<file path="config.mk">
export PLATFORM = sky130hd
export DESIGN_NAME = lfsr_run_ctrl_flat
export DESIGN_NICKNAME = d
export VERILOG_FILES = /design/src/rtl/lfsr_run_ctrl_pkg.sv /design/src/rtl/lfsr_run_ctrl_if.sv /design/src/rtl/lfsr_run_ctrl_rise_detect.sv /design/src/rtl/lfsr_run_ctrl.sv /design/src/flat_wrapper.sv
export SDC_FILE = /design/constraint.sdc
export NUM_CORES = 1
export LEC_CHECK = 0
export BUFFER_PORTS_ARGS = -buffer_cell sky130_fd_sc_hd__buf_2
export CORE_AREA = 2 2 65 67
export DETAILED_ROUTE_END_ITERATION = 8
export DIE_AREA = 0 0 67 69
export PLACE_DENSITY = 0.83
export SKIP_CTS_REPAIR_TIMING = 1
export SLEW_MARGIN = 5
export SYNTH_ARGS = -nofsm -noshare
export SYNTH_HDL_FRONTEND = slang
export SYNTH_SLANG_ARGS = --single-unit
</file>
<file path="constraint.sdc">
create_clock -name clk -period 6.1 [get_ports clk]
set_clock_uncertainty 0.05 [all_clocks]
set_input_delay 0 -clock clk [delete_from_list [all_inputs] [get_ports clk]]
set_output_delay 0 -clock clk [all_outputs]
set_load 0.1 [all_outputs]
</file>
<file path="src/rtl/lfsr_run_ctrl_pkg.sv">
// Shared constants and state encoding for the LFSR run sequencer.
// State values are fixed so that debug probes can decode the 3-bit state directly.
package lfsr_ctrl_pkg;

    localparam int              LFSR_W      = 17;
    localparam logic [LFSR_W-1:0] DEF_SEED  = 17'h00001;
    localparam int              DEF_RUN_LEN = (1 << LFSR_W) - 1;

    localparam logic [2:0] ST_IDLE    = 3'd0;
    localparam logic [2:0] ST_LOAD    = 3'd1;
    localparam logic [2:0] ST_RUN     = 3'd2;
    localparam logic [2:0] ST_CAPTURE = 3'd3;
    localparam logic [2:0] ST_SHOW    = 3'd4;

    typedef enum logic [2:0] {
        IDLE    = ST_IDLE,
        LOAD    = ST_LOAD,
        RUN     = ST_RUN,
        CAPTURE = ST_CAPTURE,
        SHOW    = ST_SHOW
    } state_t;

endpackage

</file>
<file path="src/rtl/lfsr_run_ctrl_if.sv">
// Control/status bundle between the run sequencer and the LFSR/counter/display datapath.
// Optional seed_in wire exists only when LFSR_RUN_CTRL_SEED_IN_EN is defined.
interface lfsr_run_ctrl_if #(
    parameter int WIDTH = 17
);
    logic             start;
    logic             abort;
    logic             step_tick;
    logic             lfsr_max_tick;
    logic [WIDTH-1:0] msb_count;
`ifdef LFSR_RUN_CTRL_SEED_IN_EN
    logic [WIDTH-1:0] seed_in;
`endif
    logic             lfsr_load;
    logic [WIDTH-1:0] lfsr_seed;
    logic             sh_en;
    logic             cnt_clr;
    logic [WIDTH-1:0] disp_value;
    logic             disp_valid;
    logic             busy;
    logic             done;
    logic             err;

    modport master (
`ifdef LFSR_RUN_CTRL_SEED_IN_EN
        output seed_in,
`endif
        output start, abort, step_tick, lfsr_max_tick, msb_count,
        input  lfsr_load, lfsr_seed, sh_en, cnt_clr,
        input  disp_value, disp_valid, busy, done, err
    );

    modport slave (
`ifdef LFSR_RUN_CTRL_SEED_IN_EN
        input  seed_in,
`endif
        input  start, abort, step_tick, lfsr_max_tick, msb_count,
        output lfsr_load, lfsr_seed, sh_en, cnt_clr,
        output disp_value, disp_valid, busy, done, err
    );

endinterface

</file>
<file path="src/rtl/lfsr_run_ctrl_rise_detect.sv">
// Registered rising-edge detector: rise pulses for one cycle, one clock after level goes high.
module rise_detect (
    input  logic clk,
    input  logic reset,
    input  logic level,
    output logic rise
);

    logic level_reg;
    logic rise_reg;

    always_ff @(posedge clk or posedge reset) begin
        if (reset) begin
            level_reg <= 1'b0;
            rise_reg  <= 1'b0;
        end else begin
            level_reg <= level;
            rise_reg  <= level & ~level_reg;
        end
    end

    assign rise = rise_reg;

endmodule

</file>
<file path="src/rtl/lfsr_run_ctrl.sv">
// Run sequencer: seeds the LFSR, gates stepping for one period, captures the MSB count.
// Define LFSR_RUN_CTRL_SEED_IN_EN to take the seed from seed_in instead of the SEED constant.
module lfsr_run_ctrl
    import lfsr_ctrl_pkg::*;
#(
    parameter int               WIDTH   = LFSR_W,
    parameter logic [WIDTH-1:0] SEED    = WIDTH'(DEF_SEED),
    parameter int               RUN_LEN = DEF_RUN_LEN
) (
    input  logic          clk,
    input  logic          reset,
    lfsr_run_ctrl_if.slave bus
);

    localparam int             CNT_W = $clog2(RUN_LEN + 1);
    localparam logic [CNT_W-1:0] LAST = CNT_W'(RUN_LEN - 1);

    state_t             state_reg;
    state_t             state_next;
    logic [CNT_W-1:0]   step_cnt_reg;
    logic               mismatch_reg;
    logic               err_reg;
    logic               disp_valid_reg;
    logic [WIDTH-1:0]   disp_value_reg;
    logic               start_rise;
    logic               tick_last;
    logic               exit_run;
    logic               mismatch_now;
    logic               capture_ok;
    logic               entering_load;

    rise_detect u_start_rise (
        .clk   (clk),
        .reset (reset),
        .level (bus.start),
        .rise  (start_rise)
    );

    // The step counter holds the number of ticks already taken, so the final tick sees LAST.
    assign tick_last     = bus.step_tick && (step_cnt_reg == LAST);
    assign exit_run      = tick_last || bus.lfsr_max_tick;
    assign mismatch_now  = (bus.lfsr_max_tick && (step_cnt_reg != LAST)) ||
                           (tick_last && !bus.lfsr_max_tick);
    assign capture_ok    = (state_reg == CAPTURE) && !bus.abort;
    assign entering_load = (state_next == LOAD);

    always_ff @(posedge clk or posedge reset) begin
        if (reset) begin
            state_reg <= IDLE;
        end else begin
            state_reg <= state_next;
        end
    end

    always_comb begin
        state_next = state_reg;
        case (state_reg)
            IDLE:    if (start_rise) state_next = LOAD;
            LOAD:    state_next = RUN;
            RUN:     if (exit_run) state_next = CAPTURE;
            CAPTURE: state_next = SHOW;
            SHOW:    if (start_rise) state_next = LOAD;
            default: state_next = IDLE;
        endcase
        if (bus.abort) begin
            state_next = IDLE;
        end
    end

    always_ff @(posedge clk or posedge reset) begin
        if (reset) begin
            step_cnt_reg <= '0;
        end else if (state_reg == LOAD) begin
            step_cnt_reg <= '0;
        end else if ((state_reg == RUN) && bus.step_tick && (step_cnt_reg != LAST)) begin
            step_cnt_reg <= step_cnt_reg + 1'b1;
        end
    end

    always_ff @(posedge clk or posedge reset) begin
        if (reset) begin
            mismatch_reg <= 1'b0;
        end else if (state_reg == LOAD) begin
            mismatch_reg <= 1'b0;
        end else if ((state_reg == RUN) && exit_run) begin
            mismatch_reg <= mismatch_now;
        end
    end

    // err and disp_valid drop on the edge into LOAD so they already read 0 during LOAD.
    always_ff @(posedge clk or posedge reset) begin
        if (reset) begin
            err_reg        <= 1'b0;
            disp_valid_reg <= 1'b0;
            disp_value_reg <= '0;
        end else begin
            if (entering_load) begin
                err_reg        <= 1'b0;
                disp_valid_reg <= 1'b0;
            end else if (capture_ok) begin
                err_reg        <= err_reg | mismatch_reg;
                disp_valid_reg <= 1'b1;
            end
            if (capture_ok) begin
                disp_value_reg <= bus.msb_count;
            end
        end
    end

`ifdef LFSR_RUN_CTRL_SEED_IN_EN
    logic [WIDTH-1:0] seed_reg;

    // An all-zero seed would lock the LFSR, so it falls back to SEED.
    always_ff @(posedge clk or posedge reset) begin
        if (reset) begin
            seed_reg <= SEED;
        end else if (entering_load) begin
            seed_reg <= (bus.seed_in == '0) ? SEED : bus.seed_in;
        end
    end

    assign bus.lfsr_seed = seed_reg;
`else
    assign bus.lfsr_seed = SEED;
`endif

    assign bus.lfsr_load  = (state_reg == LOAD);
    assign bus.cnt_clr    = (state_reg == LOAD);
    assign bus.sh_en      = (state_reg == RUN) && bus.step_tick && !bus.abort;
    assign bus.busy       = (state_reg == LOAD) || (state_reg == RUN) || (state_reg == CAPTURE);
    assign bus.done       = capture_ok;
    assign bus.err        = err_reg;
    assign bus.disp_valid = disp_valid_reg;
    assign bus.disp_value = disp_value_reg;

endmodule

</file>
<file path="src/flat_wrapper.sv">
// flat-port wrapper written by rule: the top's interface ports become plain ports
module lfsr_run_ctrl_flat import lfsr_ctrl_pkg::*;
#(
    parameter int               WIDTH   = LFSR_W,
    parameter logic [WIDTH-1:0] SEED    = WIDTH'(DEF_SEED),
    parameter int               RUN_LEN = DEF_RUN_LEN
)
  (clk, reset, bus_start, bus_abort, bus_step_tick, bus_lfsr_max_tick, bus_msb_count, bus_lfsr_load, bus_lfsr_seed, bus_sh_en, bus_cnt_clr, bus_disp_value, bus_disp_valid, bus_busy, bus_done, bus_err);
  lfsr_run_ctrl_if #(.WIDTH(WIDTH)) bus_i ();
  input  logic clk;
  input  logic reset;
  input wire logic [$bits(bus_i.start)-1:0] bus_start;
  input wire logic [$bits(bus_i.abort)-1:0] bus_abort;
  input wire logic [$bits(bus_i.step_tick)-1:0] bus_step_tick;
  input wire logic [$bits(bus_i.lfsr_max_tick)-1:0] bus_lfsr_max_tick;
  input wire logic [$bits(bus_i.msb_count)-1:0] bus_msb_count;
  output wire logic [$bits(bus_i.lfsr_load)-1:0] bus_lfsr_load;
  output wire logic [$bits(bus_i.lfsr_seed)-1:0] bus_lfsr_seed;
  output wire logic [$bits(bus_i.sh_en)-1:0] bus_sh_en;
  output wire logic [$bits(bus_i.cnt_clr)-1:0] bus_cnt_clr;
  output wire logic [$bits(bus_i.disp_value)-1:0] bus_disp_value;
  output wire logic [$bits(bus_i.disp_valid)-1:0] bus_disp_valid;
  output wire logic [$bits(bus_i.busy)-1:0] bus_busy;
  output wire logic [$bits(bus_i.done)-1:0] bus_done;
  output wire logic [$bits(bus_i.err)-1:0] bus_err;
  assign bus_i.start = bus_start;
  assign bus_i.abort = bus_abort;
  assign bus_i.step_tick = bus_step_tick;
  assign bus_i.lfsr_max_tick = bus_lfsr_max_tick;
  assign bus_i.msb_count = bus_msb_count;
  assign bus_lfsr_load = bus_i.lfsr_load;
  assign bus_lfsr_seed = bus_i.lfsr_seed;
  assign bus_sh_en = bus_i.sh_en;
  assign bus_cnt_clr = bus_i.cnt_clr;
  assign bus_disp_value = bus_i.disp_value;
  assign bus_disp_valid = bus_i.disp_valid;
  assign bus_busy = bus_i.busy;
  assign bus_done = bus_i.done;
  assign bus_err = bus_i.err;
  lfsr_run_ctrl #(.WIDTH(WIDTH), .SEED(SEED), .RUN_LEN(RUN_LEN)) u_core (.clk(clk), .reset(reset), .bus(bus_i));
endmodule
</file>
# After elaboration in Yosys (flattened, before gate mapping)
# Index checks and enable logic that the tools add are counted.
[totals] ff_bits=42 out_inout_bits=41 wordCells=50
[op_classes] add_sub_neg=1 n_eq_ne=7 muxes=12 n_bitwise=3 n_reduce_logical=19
[ops] cell="$mux W17" n=2
[ops] cell="$add A17 B1 Y17 const B" n=1
[ops] cell="$eq A17 B17 Y1 const B" n=1
[ops] cell="$ne A17 B17 Y1 const B" n=1
[ops] cell="$pmux W3 S4" n=1
[ops] cell="$mux W3" n=3
[ops] cell="$logic_and A1 B1 Y1" n=8
[ops] cell="$eq A3 B1 Y1 const B" n=2
[ops] cell="$eq A3 B2 Y1 const B" n=2
[ops] cell="$mux W1" n=6
[ops] cell="$reduce_bool A2 Y1" n=3
[ops] cell="$logic_or A1 B1 Y1" n=4
[ops] cell="$eq A3 B3 Y1 const B" n=1
[ops] cell="$logic_not A3 Y1" n=1
[ops] cell="$logic_not A1 Y1" n=2
[ops] cell="$reduce_or A2 Y1" n=1
[ops] cell="$and A1 B1 Y1" n=1
[ops] cell="$not A1 Y1" n=1
[ops] cell="$or A1 B1 Y1" n=1

# Logic depth before layout (Yosys ltp)
[logic_depth] ltp_word=8 ltp_mapped=7

# Modules after synthesis
# From an unflattened synthesis, not the netlist that was laid out.
[hier_totals] cells_unflattened=214 area_unflattened_um2=2235.9
[by_module_without_submodules] module="lfsr_run_ctrl" n_inst=1 cells_each=210 area_each_um2=2168.3
[by_module_without_submodules] module="rise_detect" n_inst=1 cells_each=4 area_each_um2=67.6

# Least setup slack after synthesis
# Ideal clock, no wire load.
[synth_path] path_type="register to output" start="reg u_core.state_reg[1]" end="out bus_lfsr_load" arrival_time_ns=2.725 required_ns=6.050 slack_ns=3.325 stages_incl_launch_ff=6 n_path_buf=3 path_cell_list="dfrtp_1 or3b_2 clkbuf_1 inv_1 buf_1 buf_4"
[synth_between] elab_chain_len=1
[synth_lines] element="start, declared" line_no="lfsr_run_ctrl.sv:18" rtl="state_t state_reg;"
[synth_lines] element="start signal, assigned" line_no="lfsr_run_ctrl.sv:51" rtl="state_reg <= state_next;"
[synth_lines] element="$eq A3 B1 Y1"
[synth_lines] element="end, declared" line_no="flat_wrapper.sv:17" rtl="output wire logic [$bits(bus_i.lfsr_load)-1:0] bus_lfsr_load;"
# Every way passes these cells.

# Worst setup path in the final report
[layout_path] start="reg u_core.state_reg[1]" end="out bus_cnt_clr"
[layout_between] elab_chain_len=1
[layout_lines] element="$eq A3 B1 Y1" line_no="lfsr_run_ctrl.sv:128" rtl="assign bus.cnt_clr = (state_reg == LOAD);"
[layout_lines] element="end, declared" line_no="flat_wrapper.sv:20" rtl="output wire logic [$bits(bus_i.cnt_clr)-1:0] bus_cnt_clr;"
# Every way passes these cells.

==> flow_summary.yaml <==
run_status:
  outcome: "finished clean"
detailed_routing:
  via_per_inst: 5.52
  route.detailed.drc: 0
  vias: 1689
  wl_mm: 4.58
  ant_nets: 0
  dr_wl_met3_um: 183
  met2WireLength_mm: 2.33
  routed.top_layer: "met4"
  drt-wirelength-per-cell_um: 15.0
  dr.pass1.iters: 4
  drtIter0Drc: 103
  wl_met1_mm: 1.96
timing:
  holdWs_ns: 0.110
  finalSetupViolations: 0
  report.final.slew_viol_count: 0
  layout_setup_ws_ns: 3.70
  rsz0062_at_grt: "no"
  slew_headroom_pct: 40.5
  min_period_ns: 2.40
  post-route-period-util_pct: 39.3
  fin_tns_setup_ns: 0
  worst_slew_pin_slew_ns: 0.884
  fmaxAchievable_ghz: 0.417
  final_hold_viol_count: 0
synthesis:
  avgSynthCellArea_um2: 11.1
  synthesis.area_um2: 2080
  synth_area_leaders: "dfrtp_1, mux2_2, buf_4"
  ys_warn_count: 0
  synth_cells: 188
  synth_ff_type: "dfrtp_1"
  synthArstFlopShare_pct: 100
  synth_top_area_share_pct: 50.4
  yosysSeqAreaShare_pct: 50.4
  synth_edf_count: 0
  synth_top_cell_by_area: "dfrtp_1"
  synth_cell_type_count: 43
  ys_ff_latch: 42
global_routing:
  grt_max_degree: 43
  grt_pass1_vias: 1428
  grt-ovfl-total: 0
  antenna_found_initial: 0
  grt_pass1_wl_mm: 6.84
  globalRouteTotalUtil_pct: 19.3
finish:
  syn_to_final_growth_pct: 25.3
  layout_commonest_cell: "buf_2"
  utilization_pct: 66.8
  fillers: 294
  final_cell_mix: "buf_2, dfrtp_1, dlygate4sd3_1"
  final_nets: 280
  drive_gt1_share_pct: 30.9
  antennaDiodeCount: 0
worst_setup_path:
  worstPathRequired_ns: 6.05
  rr_worst_depth: 6
  critical-path-max-stage-delay_ns: 0.61
  crit_chain: "or3b_2 -> inv_1 -> buf_2"
  crit_path_start_kind: "flip-flop"
  cp_slowest_cell: "or3b_2"
  end_kind: "primary output"
  cp_max_fo: 16
  path_class: "reg -> out"
  cp.arrival_ns: 2.35
floorplanning:
  fp.dieW_um: 67
  die_area_um2: 4620
  rows: 23
  die_h_um: 69
  start_util_pct: 53.3
  core_area_um2: 3910
  io_pins: 64
power:
  cellPowerDensity_nw_per_um2: 356
  p_leak_nw: 1.22
  peakVddDrop_mv: 0.278
  power_w: 0.000930
placement:
  pre_cts_ws_ns: 3.68
  io_buffers: 46
  place_hpwl_mm: 2.91
  place_congestion: 0.791
cts:
  cts_buffers: 5
  cts-root-buf: "clkbuf_8"
  htreeDepth: 2
  clk_pin_slew_ns: 0.08
  clk_path_buf_depth: 2
  insertion_delay_ns: 0.30
  clock-sinks: 42
  tritoncts: "yes"
hold_path:
  worstHoldPathType: "in -> reg"
  hold_path_depth: 4
job:
  drv_cap: 0
==> logic make-up after synthesis <==
kind of cell / count (synthesis) / share of synthesized area [%]
buffers and inverters: 28 / 8.34
flip-flops: 42 / 50.4
adder cells (fa/ha/maj): 2 / 1.20
multiplexers: 18 / 9.66
AND/OR/NAND/NOR: 61 / 18.8
XOR/XNOR: 1 / 0.420
AO/OA/AOI/OAI: 34 / 10.7
other: 2 / 0.360
==> metal layers <==
layer,GRT usage (%),up-vias
li1,-,802
met1,26.3,829
met2,29.4,48
met3,4.57,10
met4,7.71,0
met5,0,-
==> synth_stat cells (2+ instances only) <==
library cell	n
a211oi_1	2
a21oi_1	11
and4_1	2
buf_1	2
buf_4	18
clkbuf_1	2
conb_1	2
dfrtp_1	42
ha_1	2
inv_1	5
mux2_2	17
nand2_1	9
nand3_1	5
nand3b_1	2
nand4_1	6
nor2_1	11
nor3_1	3
o211ai_1	3
o21ai_0	4
o31ai_1	8
or3_1	2
or4_1	8
or4_4	2
==> power by group <==
group          switching, W  internal, W
combinational      0.000305    0.0000634
clock             0.0000974     0.000122
sequential        0.0000273     0.000314
==> area by class of cell <==
type | instances | area [um^2] | share of cell area, %
multi-input cells | 133 | 925 | 35.4
clock buffers | 6 | 72.6 | 2.78
repair buffers | 68 | 445 | 17.0
well taps | 50 | 62.6 | 2.39
flip-flops and latches | 42 | 1050 | 40.2
inverters | 5 | 18.8 | 0.718
clock inverters | 2 | 37.5 | 1.44
==> critical path: cells and delay by family (launching register included) <==
| kind | cells | cell delay, ns |
|---|---|---|
| AND/OR/NAND/NOR | 1 | 0.61 |
| flip-flops | 1 | 0.48 |
| buffers and inverters | 2 | 0.94 |
==> metrics by stage <==
| step | area, um^2 | std cells |
|---|---|---|
| after floorplan | 2140 | 203 |
| after global placement | 2290 | 278 |
| after detailed placement | 2290 | 278 |
| after CTS | 2400 | 286 |
| after global routing | 2610 | 306 |
| final | 2610 | 306 |
==> path summary, 6_finish.rpt <==
check	startpoint	end	slack [ns]
max in group asynchronous	reset	u_core.step_cnt_reg[14]	5.32
setup reg to reg	u_core.step_cnt_reg[0]	u_core.step_cnt_reg[2]	3.71
min in group asynchronous	reset	u_core.bus.disp_value[0]	0.33
setup / recovery	u_core.state_reg[1]	bus_cnt_clr	3.70
hold reg to reg	u_core.u_start_rise.level_reg	u_core.u_start_rise.rise	0.34
hold / removal	bus_step_tick	u_core.step_cnt_reg[1]	0.11
Power figures use the tool's default switching activity.
